[config.mk]
export PLATFORM = sky130hd
export DESIGN_NAME = serial_alu
export DESIGN_NICKNAME = d
export VERILOG_FILES = /design/src/rtl/serial_alu_pkg.sv /design/src/rtl/serial_alu_slice.sv /design/src/rtl/serial_alu.sv
export SDC_FILE = /design/constraint.sdc
export NUM_CORES = 1
export LEC_CHECK = 0
export CORE_ASPECT_RATIO = 1.5
export CORE_UTILIZATION = 47
export CTS_CLUSTER_DIAMETER = 150
export DETAILED_ROUTE_END_ITERATION = 7
export MAX_ROUTING_LAYER = met4
export PLACE_DENSITY = 0.78
export SETUP_SLACK_MARGIN = 0.02
export SLEW_MARGIN = 20
export SYNTH_ARGS = -nofsm -noshare
export SYNTH_HDL_FRONTEND = slang
export SYNTH_SLANG_ARGS = --single-unit
[constraint.sdc]
create_clock -name i_clk -period 1.7 [get_ports i_clk]
set_input_delay 0.34 -clock i_clk [delete_from_list [all_inputs] [get_ports i_clk]]
set_output_delay 0.34 -clock i_clk [all_outputs]
set_load 0.005 [all_outputs]
[src/rtl/serial_alu_pkg.sv]
// Shared encodings, FSM states and per-operation slice controls for serial_alu.
package serial_alu_pkg;

  localparam logic [1:0] MODE_LOGIC = 2'b00;
  localparam logic [1:0] MODE_ARITH = 2'b01;
  localparam logic [1:0] MODE_INC   = 2'b10;
  localparam logic [1:0] MODE_ILL   = 2'b11;

  typedef enum logic [1:0] {IDLE, RUN, DONE} state_t;

  // logic_sel: no carry chain, the carry flip-flop just holds its initial value
  typedef struct packed {
    logic invert_a;
    logic zero_b;
    logic cin;
    logic logic_sel;
  } ctrl_t;

  function automatic ctrl_t decode_op(input logic [1:0] mode, input logic [1:0] opcode);
    ctrl_t c;
    c = '0;
    case (mode)
      MODE_LOGIC: begin
        c.logic_sel = 1'b1;
        c.invert_a  = opcode[0];
        c.zero_b    = ~opcode[1];
      end
      MODE_ARITH: begin
        c.invert_a = opcode[0];
        if (!opcode[1]) begin
          // 0101 yields cout=1 as the inversion of {0,A}
          c.logic_sel = 1'b1;
          c.zero_b    = 1'b1;
          c.cin       = opcode[0];
        end
      end
      MODE_INC: begin
        c.cin      = 1'b1;
        c.invert_a = opcode[0];
        c.zero_b   = ~opcode[1];
      end
      default: c = '0;
    endcase
    return c;
  endfunction

endpackage

[src/rtl/serial_alu_slice.sv]
// Combinational 1-bit ALU slice reused every cycle by serial_alu.
module serial_alu_slice
  import serial_alu_pkg::*;
(
  input  logic  i_a,
  input  logic  i_b,
  input  logic  i_cin,
  input  ctrl_t i_ctrl,
  output logic  o_r,
  output logic  o_c
);

  logic w_a;
  logic w_b;

  assign w_a = i_a ^ i_ctrl.invert_a;
  assign w_b = i_b & ~i_ctrl.zero_b;

  always_comb begin
    o_r = w_a ^ w_b;
    o_c = i_cin;
    if (!i_ctrl.logic_sel) begin
      o_r = w_a ^ w_b ^ i_cin;
      o_c = (w_a & w_b) | (i_cin & (w_a ^ w_b));
    end
  end

endmodule

[src/rtl/serial_alu.sv]
// Bit-serial WIDTH-bit ALU with start/busy/done handshake, LSB first.
// Optional overflow flag output o_ovf when SERIAL_ALU_OVF_EN is defined.
module serial_alu
  import serial_alu_pkg::*;
#(
  parameter int WIDTH = 8
) (
  input  logic             i_clk,
  input  logic             i_reset_n,
  input  logic             i_start,
  input  logic [1:0]       i_mode,
  input  logic [1:0]       i_opcode,
  input  logic [WIDTH-1:0] i_ain,
  input  logic [WIDTH-1:0] i_bin,
  output logic             o_busy,
  output logic             o_done,
  output logic [WIDTH-1:0] o_result,
  output logic             o_cout,
  output logic             o_zero,
`ifdef SERIAL_ALU_OVF_EN
  output logic             o_ovf,
`endif
  output logic             o_err
);

  localparam int CNT_W = $clog2(WIDTH);

  state_t             r_state;
  ctrl_t              r_ctrl;
  logic               r_ill;
  logic [WIDTH-1:0]   r_a;
  logic [WIDTH-1:0]   r_b;
  logic [WIDTH-1:0]   r_sh;
  logic               r_carry;
  logic               r_cmsb;
  logic [CNT_W-1:0]   r_cnt;
  logic               r_busy;
  logic               r_done;
  logic [WIDTH-1:0]   r_result;
  logic               r_cout;
  logic               r_zero;
  logic               r_err;
  logic               r_ovf;

  ctrl_t w_dec;
  logic  w_r;
  logic  w_c;

  assign w_dec = decode_op(i_mode, i_opcode);

  serial_alu_slice u_slice (
    .i_a   (r_a[0]),
    .i_b   (r_b[0]),
    .i_cin (r_carry),
    .i_ctrl(r_ctrl),
    .o_r   (w_r),
    .o_c   (w_c)
  );

  always_ff @(posedge i_clk or negedge i_reset_n) begin
    if (!i_reset_n) begin
      r_state  <= IDLE;
      r_ctrl   <= '0;
      r_ill    <= 1'b0;
      r_a      <= '0;
      r_b      <= '0;
      r_sh     <= '0;
      r_carry  <= 1'b0;
      r_cmsb   <= 1'b0;
      r_cnt    <= '0;
      r_busy   <= 1'b0;
      r_done   <= 1'b0;
      r_result <= '0;
      r_cout   <= 1'b0;
      r_zero   <= 1'b0;
      r_err    <= 1'b0;
      r_ovf    <= 1'b0;
    end else begin
      r_done <= 1'b0;
      case (r_state)
        IDLE: begin
          if (i_start) begin
            r_busy  <= 1'b1;
            r_a     <= i_ain;
            r_b     <= i_bin;
            r_sh    <= '0;
            r_cnt   <= '0;
            r_ctrl  <= w_dec;
            r_carry <= w_dec.cin;
            r_ill   <= (i_mode == MODE_ILL);
            r_state <= (i_mode == MODE_ILL) ? DONE : RUN;
          end
        end
        RUN: begin
          r_sh    <= {w_r, r_sh[WIDTH-1:1]};
          r_a     <= {1'b0, r_a[WIDTH-1:1]};
          r_b     <= {1'b0, r_b[WIDTH-1:1]};
          r_carry <= w_c;
          r_cnt   <= r_cnt + CNT_W'(1);
          if (r_cnt == CNT_W'(WIDTH - 1)) begin
            // carry into the MSB, kept for overflow detection
            r_cmsb  <= r_carry;
            r_state <= DONE;
          end
        end
        DONE: begin
          r_busy  <= 1'b0;
          r_done  <= 1'b1;
          r_state <= IDLE;
          if (r_ill) begin
            r_result <= '0;
            r_cout   <= 1'b0;
            r_zero   <= 1'b1;
            r_err    <= 1'b1;
            r_ovf    <= 1'b0;
          end else begin
            r_result <= r_sh;
            r_cout   <= r_carry;
            r_zero   <= (r_sh == '0);
            r_err    <= 1'b0;
            r_ovf    <= r_cmsb ^ r_carry;
          end
        end
        default: r_state <= IDLE;
      endcase
    end
  end

  assign o_busy   = r_busy;
  assign o_done   = r_done;
  assign o_result = r_result;
  assign o_cout   = r_cout;
  assign o_zero   = r_zero;
  assign o_err    = r_err;
`ifdef SERIAL_ALU_OVF_EN
  assign o_ovf    = r_ovf;
`else
  logic w_ovf_unused;
  assign w_ovf_unused = r_ovf;
`endif

endmodule

==> Yosys cells after proc, flatten, opt, wreduce, memory -nomap -nowiden <==
Cells that the tools add are included.
{ "op_classes": {"addsub": 1, "eq_ne": 9, "mux": 27, "n_bitwise": 9, "reduce_logical": 11} }
{ "ops": {"columns": ["cell", "n"], "rows": [
  ["$pmux 8 s2", 3],
  ["$mux 8", 4],
  ["$logic_not 8->1", 1],
  ["$mux 1", 8],
  ["$pmux 1 s2", 4],
  ["$pmux 2 s2", 2],
  ["$reduce_and 2->1", 4],
  ["$eq 2x2->1 const B", 3],
  ["$mux 2", 3],
  ["$mux 3", 2],
  ["$ne 2x2->1 const B", 3],
  ["$pmux 3 s2", 1],
  ["$eq 2x1->1 const B", 2],
  ["$logic_not 2->1", 2],
  ["$reduce_bool 2->1", 2],
  ["$add 3x1->3 const B", 1],
  ["$and 1x1->1", 3],
  ["$eq 3x3->1 const B", 1],
  ["$reduce_and 3->1", 1],
  ["$xor 1x1->1", 3],
  ["$not 1->1", 2],
  ["$reduce_or 2->1", 1],
  ["$or 1x1->1", 1]
]} }
{ "totals": {"register_bits": 47, "inputBits": 23, "out_inout_bits": 13, "word_cells": 73} }

==> Longest topological paths before layout <==
{ "logic_depth": {"depth_word": 7, "depth_mapped": 5} }

==> Cells and area by module <==
Synthesis repeated with hierarchy kept, for this count alone.
{ "hier_totals": {"cells_unflattened": 244, "hier_area_um2": 2344.7} }
{ "modules_own_cells": {"columns": ["module", "n_inst", "cells_per_inst", "area_each_um2", "seq_area_each_um2"], "rows": [
  ["serial_alu", 1, 234, 2267.2, 1201.2],
  ["serial_alu_slice", 1, 10, 77.6, 0.0]
]} }

==> Worst setup path after synthesis <==
No wires, ideal clock.
{ "synth_timing": {"path_kind": "reg2reg", "from": "register r_ctrl[3] in the netlist's numbering", "to": "register r_carry", "arrival_time_ps": 1557, "slack_ps": 17, "path_stages_with_launch": 6, "cell_sequence": "dfrtp_1 xor2_1 fa_1 or3b_2 a21oi_1 a2bb2oi_1"} }
{ "synth_between": {"elab_chain_cells": 6, "elab_cells_between_ends": 7, "classes_between": "2 x mux; 5 x bitwise"} }
{ "synth_rtl": {"columns": ["element", "line", "source"], "rows": [
  ["from (decl)", "serial_alu.sv:29", "ctrl_t r_ctrl;"],
  ["from (signal assigned)", "serial_alu.sv:88", "r_ctrl <= w_dec;"],
  ["$xor 1x1->1 *", "serial_alu_slice.sv:16", "assign w_a = i_a ^ i_ctrl.invert_a;"],
  ["$xor 1x1->1", "serial_alu_slice.sv:24", "o_c = (w_a & w_b) | (i_cin & (w_a ^ w_b));"],
  ["$and 1x1->1", "serial_alu_slice.sv:24", null],
  ["$or 1x1->1 *", "serial_alu_slice.sv:24", null],
  ["$mux 1 *", "serial_alu_slice.sv:22", "if (!i_ctrl.logic_sel) begin"],
  ["$pmux 1 s2 *", "serial_alu.sv:80", "case (r_state)"],
  ["to (signal assigned)", "serial_alu.sv:89", "r_carry <= w_dec.cin;"],
  ["to (signal assigned)", "serial_alu.sv:98", "r_carry <= w_c;"],
  ["to (decl)", "serial_alu.sv:34", "logic r_carry;"]
]} }
Mark *: on every way between the ends. The rest lies on a longest branch, timed or not. The select of a mux whose other input is x is not followed.
A chain may end at the register's enable or synchronous reset.

==> Worst setup path after layout <==
Ends and elaborated chain as after synthesis.

==> impl_metrics.toml <==
[route]
dr.pass1.iters = 8
wl_per_cell_um = 11.6
drt_wl_total_um = 3770
vias_per_cell = 5.20
drc = 2
num_vias = 1689
initialDrtViolationCount = 38
ant_nets = 0

[setup_path]
crit_type = "reg -> reg"
crit_required_ps = 1890
crit_path_end_kind = "register"
r2r_slack_ps = 90
worstPathArrival_ps = 1810
critPathMaxFanout = 2
cp-start-kind = "register"

[grt]
grt_max_degree = 48
grt_pass1_wl_um = 7030
grt_usage_pct = 19.0
grt_pass1_vias = 1627
gr-total-overflow = 0
antenna_found_initial = 0

[synth]
muxShareOfSynthArea_pct = 0.968
yosys-top-cells-area = "dfrtp_1, nand2_1, ha_1, a31oi_1, nand2b_1"
synth_compound_area_share_pct = 10.0
synth-xor-area-share_pct = 0.398
synthAdderAreaFrac_pct = 6.03
seq_area_frac_synth_pct = 53.5
synth.net_count = 268
syn_inst = 235
synth_top_family_by_area = "simple AND/OR/NAND/NOR gates"
synth_top_area_cell = "dfrtp_1"
synth.top_cell.area_share_pct = 53.5
yosys_warnings = 0
ys_seq_elements = 47
synth_cell_types = 31
synth_area_um2 = 2200
syn_area_per_cell_um2 = 9.35
synth-simple-area-share_pct = 24.9

[finish]
diodes = 0
nets = 309
layout-drive-gt1-share_pct = 10.8
fillCellCount = 382
syn2layout_area_growth_pct = 25.4

[power]
power_density_nw_per_um2 = 1700
max-vdd-ir-drop_mv = 0.799
p_leak_nw = 1.30
power_w = 0.00468

[sta]
fin_crit_sh_pct = 95.0
setup_slack_ps = 85.8
slew_violations = 0
max_clock_freq_mhz = 619
rsz0062_at_grt = "no"
finalSetupTns_ps = 0
finalCriticalPeriod_ps = 1610
final-setup-viol-count = 0
max_slew.worst_pin.slew_ps = 579
slew_headroom_pct = 61.4
finClkSkew_ps = 4.38
finalHoldViolations = 0

[run_status]
violations = "design-rule violations"
status = "complete, but fails checks"

[floorplanning]
die-area_um2 = 4960
initial_core_util_pct = 48.8
rows = 30
core-area_um2 = 4500
io-pin-count = 36
fp.dieW_um = 57.8
die_y_um = 85.8

[hold_path]
hold_class = "in -> async"

[clock_network]
cts_hold_buf = 0
cts_buffers = 5
cts_tree = "done"
clock_latency_ps = 300
path_clk_slew_ps = 80
htree_levels = 2
clock-sinks = 47
clockBufferDepth = 2
cts_root_buf = "clkbuf_8"

[placement]
place_hpwl_um = 2740
dp_slack_ps = -132
io_buffers = 35
globalplace.congestion = 0.698

[job]
max_cap_viol_count = 0
==> synthesized netlist by cell type <==
| cell | number |
|---|---|
| and2b_1 | 1 |
| clkbuf_1 | 4 |
| buf_2 | 8 |
| a22o_1 | 1 |
| o21ai_1 | 3 |
| nor2b_1 | 2 |
| a21oi_1 | 3 |
| nor2_1 | 14 |
| xor2_1 | 1 |
| o22ai_1 | 1 |
| nor3b_4 | 1 |
| buf_6 | 2 |
| ha_1 | 9 |
| mux2_2 | 1 |
| nand3_1 | 13 |
| nand2_1 | 69 |
| a2bb2oi_1 | 1 |
| a31oi_1 | 15 |
| and3b_1 | 1 |
| or3b_2 | 1 |
| or3b_1 | 1 |
| o31ai_2 | 1 |
| mux2i_1 | 1 |
| dfrtp_1 | 47 |
| nor4_1 | 2 |
| nand2b_1 | 13 |
| fa_1 | 1 |
| nor3_1 | 1 |
| inv_1 | 4 |
| or2_2 | 1 |
| o21ai_0 | 12 |
==> flip-flops by register name, summed over array words and instances (netlist names), 2 cells and up <==
signal	count
o_result	8
r_a	8
r_b	8
r_sh	8
r_cnt	3
r_ctrl	3
r_state	2
==> where the power goes <==
| part | switching, W | total (W) | internal [W] | leakage, nW |
|---|---|---|---|---|
| Clock | 0.000359 | 0.000728 | 0.000370 | 0.0505 |
| Sequential | 0.000341 | 0.00197 | 0.00163 | 0.579 |
| Combinational | 0.000954 | 0.00198 | 0.00102 | 0.667 |
==> path summary, 6_finish.rpt <==
path	start	endpoint	depth (start not counted)
setup / recovery	r_ctrl[3]	r_carry	5
hold / removal	i_reset_n	o_cout	2
setup reg to reg	r_ctrl[3]	r_carry	5
hold reg to reg	o_result[0]	o_result[0]	2
max in group asynchronous	i_reset_n	o_result[5]	2
min in group i_clk	o_result[0]	o_result[0]	2
==> per-layer routing <==
| metal | vias to the layer above | track usage (%) | part of all wire [%] |
|---|---|---|---|
| li1 | 856 | - | - |
| met3 | 7 | 4.68 | 3.4 |
| met4 | 0 | 9.52 | 2.0 |
| met2 | 38 | 31.2 | 52 |
| met5 | - | - | 0 |
| met1 | 788 | 21.1 | 42 |
==> worst max-delay path: stages (launching register included) <==
cell and delay, ps:
dfrtp_1 410, xor2_2 200, fa_2 340, or3b_4 370, a21oi_2 120, a2bb2oi_1 60
==> repair_timing <==
action / CTS / global route
buffers inserted: 0 / 2
resized for setup: 1 / 1
pin swaps: 0 / 1
endpoints found under the setup margin: 1 / 1
==> metrics by stage <==
step                      cells  cell area, um2  hold WS, ps  utilization [%]
final                       325            2760          108             61.2
after global routing        325            2760          155             61.2
after floorplan             235            2210         44.4                -
after detailed placement    315            2630          461             58.4
after global placement      315            2630          459             58.4
after CTS                   323            2740          133             60.8
==> layout by cell type (no fill, tap or decap), types with 2 or more instances in the layout <==
| cell type | synthesis | final |
|---|---|---|
| clkbuf_8 | 0 | 7 |
| clkdlybuf4s50_1 | 0 | 34 |
| inv_1 | 4 | 4 |
| buf_4 | 0 | 12 |
| nor2_1 | 14 | 14 |
| dfrtp_1 | 47 | 47 |
| o21ai_1 | 3 | 3 |
| nand2_1 | 69 | 69 |
| nor4_1 | 2 | 2 |
| a21oi_1 | 3 | 2 |
| a31oi_1 | 15 | 15 |
| nand3_1 | 13 | 13 |
| nand2b_1 | 13 | 13 |
| ha_1 | 9 | 9 |
| o21ai_0 | 12 | 12 |
| nor2b_1 | 2 | 2 |
==> cell type report <==
| class | instances | area, um2 | share of cell area, % |
|---|---|---|---|
| multi-input combinational | 170 | 946 | 34.3 |
| clock inverter | 1 | 7.51 | 0.272 |
| sequential | 47 | 1180 | 42.7 |
| inverter | 4 | 15.0 | 0.545 |
| timing repair buffer | 48 | 455 | 16.5 |
| tap | 48 | 60.1 | 2.18 |
| clock buffer | 7 | 96.3 | 3.50 |
==> logic make-up (layout without fill, tap and decap cells) <==
kind of cell / after synthesis / after routing
xor+xnor: 1 / 1
mux: 2 / 2
flops: 47 / 47
simple gates: 120 / 120
buf+inv: 18 / 60
fa+ha+maj: 10 / 10
compound gates: 37 / 37
(Power assumes the default switching activity.)
